`src/rtl/rx_frame_ctrl.sv`:
```
// Receive-side sequencer for the parity decoder.
// Issues coded words to the decoder, tracks the decoder latency with a tag
// pipe, parses the decoded byte stream into SOF/length/payload/checksum
// frames, streams payload downstream and reports per-frame status.
module rx_frame_ctrl #(
  parameter int DATA_WIDTH  = 8,
  parameter int DEC_LATENCY = 1,
  parameter int SOF         = 'hA5,
  parameter int MAX_LEN     = 64,
  parameter int TIMEOUT     = 32
) (
  input  logic                  clk,
  input  logic                  arst,
  input  logic                  s_valid,
  output logic                  s_ready,
  input  logic [DATA_WIDTH:0]   s_data,
  output logic [DATA_WIDTH:0]   dec_in,
  input  logic [DATA_WIDTH-1:0] dec_out_byte,
  input  logic                  dec_err,
  output logic                  m_valid,
  output logic [DATA_WIDTH-1:0] m_data,
  output logic                  m_last,
  output logic                  frame_ok,
  output logic                  frame_err,
  output logic [1:0]            err_code,
  output logic [15:0]           err_cnt
);

  typedef enum logic [1:0] {IDLE, LEN, PAYLOAD, CHECK} state_t;

  localparam logic [1:0] ERR_PARITY   = 2'd0;
  localparam logic [1:0] ERR_LENGTH   = 2'd1;
  localparam logic [1:0] ERR_CHECKSUM = 2'd2;
  localparam logic [1:0] ERR_TIMEOUT  = 2'd3;

  localparam logic [DATA_WIDTH-1:0] SOF_BYTE = DATA_WIDTH'(SOF);
  localparam logic [DATA_WIDTH-1:0] MAX_BYTE = DATA_WIDTH'(MAX_LEN);
  localparam int                    TW       = $clog2(TIMEOUT);
  localparam logic [TW-1:0]         TMO_LAST = TW'(TIMEOUT - 1);

  state_t                state;
  logic [DEC_LATENCY:0]  tag;
  logic                  accept;
  logic                  sample;
  logic [DATA_WIDTH-1:0] remaining;
  logic [DATA_WIDTH-1:0] csum;
  logic [TW-1:0]         tmo_cnt;
  logic                  abort;
  logic [1:0]            abort_code;
  logic [1:0]            err_inc;
  logic [16:0]           cnt_sum;

  assign accept = s_valid & s_ready;
  // Bit 0 marks a freshly issued dec_in; the following DEC_LATENCY bits follow
  // the word through the decoder, so the tail lines up with its result.
  assign sample = tag[DEC_LATENCY];

  // Issue path: always ready after reset, capture accepted words, track tags.
  always_ff @(posedge clk or negedge arst) begin
    if (!arst) begin
      s_ready <= 1'b0;
      dec_in  <= '0;
      tag     <= '0;
    end else begin
      // NOTE: sequential state uses non-blocking assignments so every register
      // samples pre-edge values regardless of statement order.
      s_ready <= 1'b1;
      if (accept) dec_in <= s_data;
      tag <= {tag[DEC_LATENCY-1:0], accept};
    end
  end

  // Per-cycle decision: does this cycle abort the frame, and by how much the
  // error counter moves.
  always_comb begin
    // NOTE: defaults first so no path leaves a variable unassigned (no latch).
    abort      = 1'b0;
    abort_code = ERR_PARITY;
    err_inc    = 2'd0;
    if (sample) begin
      case (state)
        IDLE:    if (dec_err) err_inc = 2'd1;
        LEN: begin
          if (dec_err) begin
            abort = 1'b1;
          end else if (dec_out_byte == '0 || dec_out_byte > MAX_BYTE) begin
            abort      = 1'b1;
            abort_code = ERR_LENGTH;
          end
        end
        PAYLOAD: if (dec_err) abort = 1'b1;
        CHECK: begin
          if (dec_err) begin
            abort = 1'b1;
          end else if (dec_out_byte != csum) begin
            abort      = 1'b1;
            abort_code = ERR_CHECKSUM;
          end
        end
        default: ;
      endcase
    end else if (state != IDLE && tmo_cnt == TMO_LAST) begin
      abort      = 1'b1;
      abort_code = ERR_TIMEOUT;
    end
    if (abort) err_inc = (abort_code == ERR_PARITY) ? 2'd2 : 2'd1;
  end

  assign cnt_sum = {1'b0, err_cnt} + 17'(err_inc);

  // Frame FSM with registered outputs, timeout counter and error counter.
  always_ff @(posedge clk or negedge arst) begin
    if (!arst) begin
      state     <= IDLE;
      remaining <= '0;
      csum      <= '0;
      tmo_cnt   <= '0;
      m_valid   <= 1'b0;
      m_data    <= '0;
      m_last    <= 1'b0;
      frame_ok  <= 1'b0;
      frame_err <= 1'b0;
      err_code  <= ERR_PARITY;
      err_cnt   <= '0;
    end else begin
      m_valid   <= 1'b0;
      m_last    <= 1'b0;
      frame_ok  <= 1'b0;
      frame_err <= 1'b0;
      if (err_inc != 2'd0) err_cnt <= cnt_sum[16] ? 16'hFFFF : cnt_sum[15:0];

      if (abort) begin
        state     <= IDLE;
        frame_err <= 1'b1;
        err_code  <= abort_code;
        tmo_cnt   <= '0;
      end else if (sample) begin
        tmo_cnt <= '0;
        case (state)
          IDLE: begin
            if (!dec_err && dec_out_byte == SOF_BYTE) begin
              state <= LEN;
              csum  <= '0;
            end
          end
          LEN: begin
            remaining <= dec_out_byte;
            state     <= PAYLOAD;
          end
          PAYLOAD: begin
            m_valid   <= 1'b1;
            m_data    <= dec_out_byte;
            csum      <= csum ^ dec_out_byte;
            remaining <= remaining - DATA_WIDTH'(1);
            if (remaining == DATA_WIDTH'(1)) begin
              m_last <= 1'b1;
              state  <= CHECK;
            end
          end
          CHECK: begin
            frame_ok <= 1'b1;
            state    <= IDLE;
          end
          default: state <= IDLE;
        endcase
      end else if (state != IDLE) begin
        tmo_cnt <= tmo_cnt + TW'(1);
      end
    end
  end

endmodule

```
`config.mk`:
```
export PLATFORM = sky130hd
export DESIGN_NAME = rx_frame_ctrl
export DESIGN_NICKNAME = d
export VERILOG_FILES = /design/src/rtl/rx_frame_ctrl.sv
export SDC_FILE = /design/constraint.sdc
export NUM_CORES = 1
export LEC_CHECK = 0
export CAP_MARGIN = 20
export CORE_ASPECT_RATIO = 2
export CORE_MARGIN = 1
export CORE_UTILIZATION = 48
export DETAILED_ROUTE_END_ITERATION = 16
export PLACE_DENSITY_LB_ADDON = 0.15
export SETUP_SLACK_MARGIN = 0.02
export SLEW_MARGIN = 20
export SYNTH_ARGS = -nofsm -noshare
export SYNTH_HDL_FRONTEND = slang
export SYNTH_SLANG_ARGS = --single-unit
export TNS_END_PERCENT = 20
```
`constraint.sdc`:
```
create_clock -name clk -period 3.7 [get_ports clk]
set_input_delay 0.925 -clock clk [delete_from_list [all_inputs] [get_ports clk]]
set_output_delay 0.925 -clock clk [all_outputs]
set_load 0.02 [all_outputs]
```
-- Word level (Yosys, flattened, before mapping)
Index checks and enable logic that the tools add are counted.
- register bits: 65
- bits in latches: 0
- memory bits (writable): 0
- ROM bits: 0
- bits of input ports: 21
- output and inout port bits: 40
- logic and storage cells: 91
- memories kept: 0
- add/subtract/negate cells: 3
- $mul: 0
- div/mod/pow operators: 0
- $lt $le $gt $ge: 1
- equality and inequality tests: 10
- shift operators: 0
- muxes and demuxes: 43
- bitwise logic cells: 3
- reductions and logical operators: 17
- operators with widths (cell ; number):
    $pmux W8 S2 ; 2
    $mux W1 ; 22
    $mux W2 ; 11
    $add A16 B2 Y17 ; 1
    $mux W16 ; 1
    $mux W5 ; 3
    $reduce_bool A2 Y1 ; 5
    $reduce_and A3 Y1 ; 3
    $eq A8 B1 Y1 const B ; 1
    $eq A8 B8 Y1 const B ; 1
    $gt A8 B7 Y1 const B ; 1
    $logic_not A8 Y1 ; 1
    $mux W8 ; 1
    $ne A8 B8 Y1 ; 1
    $pmux W2 S4 ; 1
    $sub A8 B1 Y8 const B ; 1
    $xor A8 B8 Y8 ; 1
    $ne A3 B3 Y1 const B ; 2
    $add A5 B1 Y5 const B ; 1
    $eq A5 B5 Y1 const B ; 1
    $eq A2 B2 Y1 const B ; 2
    $logic_not A2 Y1 ; 2
    $pmux W2 S2 ; 1
    $reduce_and A4 Y1 ; 1
    other kinds (9) ; 10

-- Longest topological paths before layout
- word-level depth: 11
- gate-level depth with buffers: 19
- gate-level depth less buffers: 17

-- Worst setup path before layout
OpenSTA, ideal clock, no wires.
- path kind: input port to flip-flop
- from: in dec_out_byte[1]
- to: reg err_cnt[3]
- setup time: 0.088 ns
- data arrival time: 4.259 ns
- data required time: 3.612 ns
- path slack: -0.647 ns
- stages on the path: 17
- path buffers: 3
- path through: or3_4 -> or3_1 -> and3_1 -> buf_6 -> nor2_1 -> nor2_1 -> o22ai_1 -> ha_1 -> inv_1 -> fa_1 -> inv_1 -> and4_1 -> clkbuf_1 -> nand4_1 -> and2_1 -> buf_2 -> a41oi_1
- cells in the longest elaborated chain, start to end: 11
- elaborated cells on any way between the ends: 22
- classes of those cells: add/sub: 1; order compare: 1; eq/ne: 1; mux: 15; reduce/logical: 4
- RTL lines (what ; line ; source):
    start, declared ; 18 ; input logic [DATA_WIDTH-1:0] dec_out_byte,
    $gt A8 B7 Y1 / $logic_not A8 Y1 (equally long branches) ; 86 ; end else if (dec_out_byte == '0 || dec_out_byte > MAX_BYTE) begin
    $logic_or A1 B1 Y1 ; 86 ;
    $mux W1 ; 86 ;
    $mux W1 ; 84 ; if (dec_err) begin
    $pmux W2 S2 ; 81 ; case (state)
    $mux W2 ; 80 ; if (sample) begin
    $logic_not A2 Y1 ; 106 ; if (abort) err_inc = (abort_code == ERR_PARITY) ? 2'd2 : 2'd1;
    $mux W2 ; 106 ;
    $mux W2 * ; 106 ;
    $add A16 B2 Y17 ; 109 ; assign cnt_sum = {1'b0, err_cnt} + 17'(err_inc);
    $mux W16 ; 130 ; if (err_inc != 2'd0) err_cnt <= cnt_sum[16] ? 16'hFFFF : cnt_sum[15:0];
    end signal, assigned ; 130 ;
    end, declared ; 26 ; output logic [15:0] err_cnt
Mark *: on every way between the ends. The rest lies on a longest branch, timed or not.
A chain may end at the register's enable or synchronous reset.

-- Worst setup path after layout
- from: in dec_out_byte[1]
- to: reg err_cnt[9]
The elaborated chain is that of the path after synthesis.

==> metrics <==
Die X=62.4 um; Area Growth Syn to Fin=37.1%; clock-pin slew on the worst setup and hold paths=0.05 ns; CP Class=input port to register; layout cells sized above 1=25.8%; Hold Fails Final Rpt=0; initial antenna violation count=0; via count=2949; Min-Delay Endpoint=tag[1]; wire length per cell=16.8 um; overall power=2.37 mW; global-route wire length before repair=14400 um; Slew @ Worst Pin=0.832 ns; setup violators final=0; Synth top area share=46.4%; Worst Hold Depth=0; H-tree levels=3; Final Max Tran Viols=0; min Tclk post-route=3.65 ns; Residual DRC=0; clk root buf=clkbuf_16; 1st-iter DRT viols=197; clk_lat worst skew=0.33 ns; GRT met1 Usage=22.8%; Synth warnings=0; layer with the highest usage=met2; met3 usage=5.11%; top-count cell post-synth=dfrtp_1; CTS tree=built; Final Non-Filler Cells=521; Synth area leader=dfrtp_1; Post-Syn Nets=362; Mapped Cells=329; register-to-register setup slack=0.30 ns; Post-Syn Area=3510 sq um; initial core utilization=50.1%; Clock Sinks=65; Worst Reg-to-Reg Cells=18; Die ar.=7670 sq um; Critical Path Sink Type=register; Tcrit/Tclk final=98.5%; Pre-antenna DRT Iters=7; CP Launch Type=input port; row count=43; # diodes=0; GRT Util Overall=24.5%; average cell area after synthesis=10.7 sq um; max_slew headroom=44.5%; Antenna Nets Post-Route=0; hold_sp=tag[0]; PortBufs=60; vias in the first global route=3049; largest net degree at the start of global routing=66; fmax=274 MHz; RSZ-0062 raised after global routing=true; GRT overflow=0; Setup WS post-layout=0.0545 ns; Max-cap violations=0; register area share after synthesis=46.4%; maximum VDD drop=387 uV; #FFs+latches synth=65; placed insts=500; TritonCTS buffer count=9; Post-synth top flop=dfrtp_1; Synth area leaders=dfrtp_1 46%, mux2_2 5.1%, ha_1 3.9%; crit-path max FO=6; EDFF count, synth=0; Crit Reg-Reg Endpoint=err_cnt[9]; Die H=123 um; Hold WC Path Type=register to register; Ports=61; core outline area=6990 sq um; vias per inst=5.66; post-synth cell types=55; nets=459; Routed WL=8750 um; synth cell count leaders=65 x dfrtp_1, 24 x nand2_1, 19 x nor2_1, 17 x a21oi_1, 16 x mux2_2; post-place setup slack=-0.614 ns; post-layout util=68.7%; clock skew=0.00677 ns; status=complete, no violations; maximum root-to-sink buffer count=2; Async SR Flop Fraction=100%; Post-DP HPWL=6230 um; met2 Track Usage GR=49.2%; Pwr Density=493 nW/um^2; routability cong.=0.792; critical path arrival=3.90 ns; FF-to-FF Start=tmo_cnt[0]; P_leak=2.17 nW; Worst Path Required=3.95 ns
## power breakdown
part | internal, mW | switching [mW]
Clock | 0.524 | 0.296
Combinational | 0.291 | 0.363
Sequential | 0.803 | 0.0935
Total | 1.62 | 0.752
## worst max-delay path: stages
cell     delay (ns)
buf_6          0.09
or3_4          0.40
or3_4          0.40
and3_4         0.17
nor2_4         0.13
nor2_4         0.06
o22ai_2        0.18
ha_2           0.21
inv_2          0.04
fa_2           0.33
inv_2          0.06
and4_1         0.20
nand4_1        0.20
buf_6          0.20
nand2_1        0.07
a21oi_2        0.06
a41oi_2        0.14
## per-layer routing
metal / vias up / part of all wire [%]
li1: 1398 / -
met1: 1466 / 35
met2: 75 / 60
met3: 10 / 2.9
met4: 0 / 1.6
met5: - / 0
## cell families (layout without fill, tap and decap cells)
logic type / after synthesis / after routing / synth area share (%)
AND/OR/NAND/NOR: 114 / 114 / 19.1
AO/OA/AOI/OAI: 74 / 74 / 15.4
flip-flops: 65 / 65 / 46.4
buffers and inverters: 28 / 130 / 3.89
multiplexers: 24 / 24 / 7.81
adder cells (fa/ha/maj): 12 / 12 / 4.50
XOR/XNOR: 11 / 11 / 2.75
other: 1 / 1 / 0.107
## layout make-up
type / instances / area [sq um]
fillers: 562 / 2190
multi-input cells: 236 / 1830
flip-flops and latches: 65 / 1630
repair buffers: 100 / 890
clock buffers: 14 / 284
well taps: 90 / 113
inverters: 14 / 52.6
clock inverters: 2 / 10.0
## registers in the layout, summed over array words and instances (netlist names)
signal and flops:
err_cnt 16, dec_in 9, csum 8, m_data 8, remaining 8, tmo_cnt 5, err_code 2, state 2
tag 2, frame_err 1, frame_ok 1, m_last 1, m_valid 1, s_ready 1
## through the flow
stage          area, sq um  hold WS (ns)  TNS (ns)
3_5_place_dp          4420         0.336     -8.71
2_1_floorplan         3560         0.331     -3.10
4_1_cts               4770         0.345         0
5_1_grt               4810         0.353    -0.316
3_3_place_gp          4420         0.334     -7.16
6_report              4810         0.342         0
## layout by cell type (no fill, tap or decap), types with 5 or more instances in the layout
cell / count
nor2_1: 17
dfrtp_1: 65
and3_1: 5
xnor2_1: 9
clkdlybuf4s50_1: 51
nor2b_1: 7
nor3_1: 10
ha_1: 10
nand3_1: 8
buf_4: 38
clkbuf_16: 9
a221o_1: 7
nand4_1: 5
nand2_1: 23
a31oi_1: 12
o21ai_0: 13
nand3b_1: 5
a21oi_1: 15
mux2_2: 16
inv_1: 12
## worst max path at each step
stage	from	cells past startpoint	slack [ns]	to
after floorplan	dec_out_byte[1]	18	-0.27	err_cnt[3]
after detailed placement	dec_out_byte[1]	15	-0.61	err_cnt[3]
after global placement	dec_out_byte[1]	15	-0.51	err_cnt[9]
after global routing	dec_out_byte[1]	17	-0.09	err_cnt[9]
final	dec_out_byte[1]	17	0.05	err_cnt[9]
after CTS	dec_out_byte[5]	17	0.02	err_cnt[15]
## timing repair
item                       in CTS  in global routing
setup endpoints to repair      16                 16
setup buffers                   4                  1
gates resized for setup        19                 21
hold buffers                    0                  0
pin swaps                       9                 14
Power figures use the tool's default switching activity.
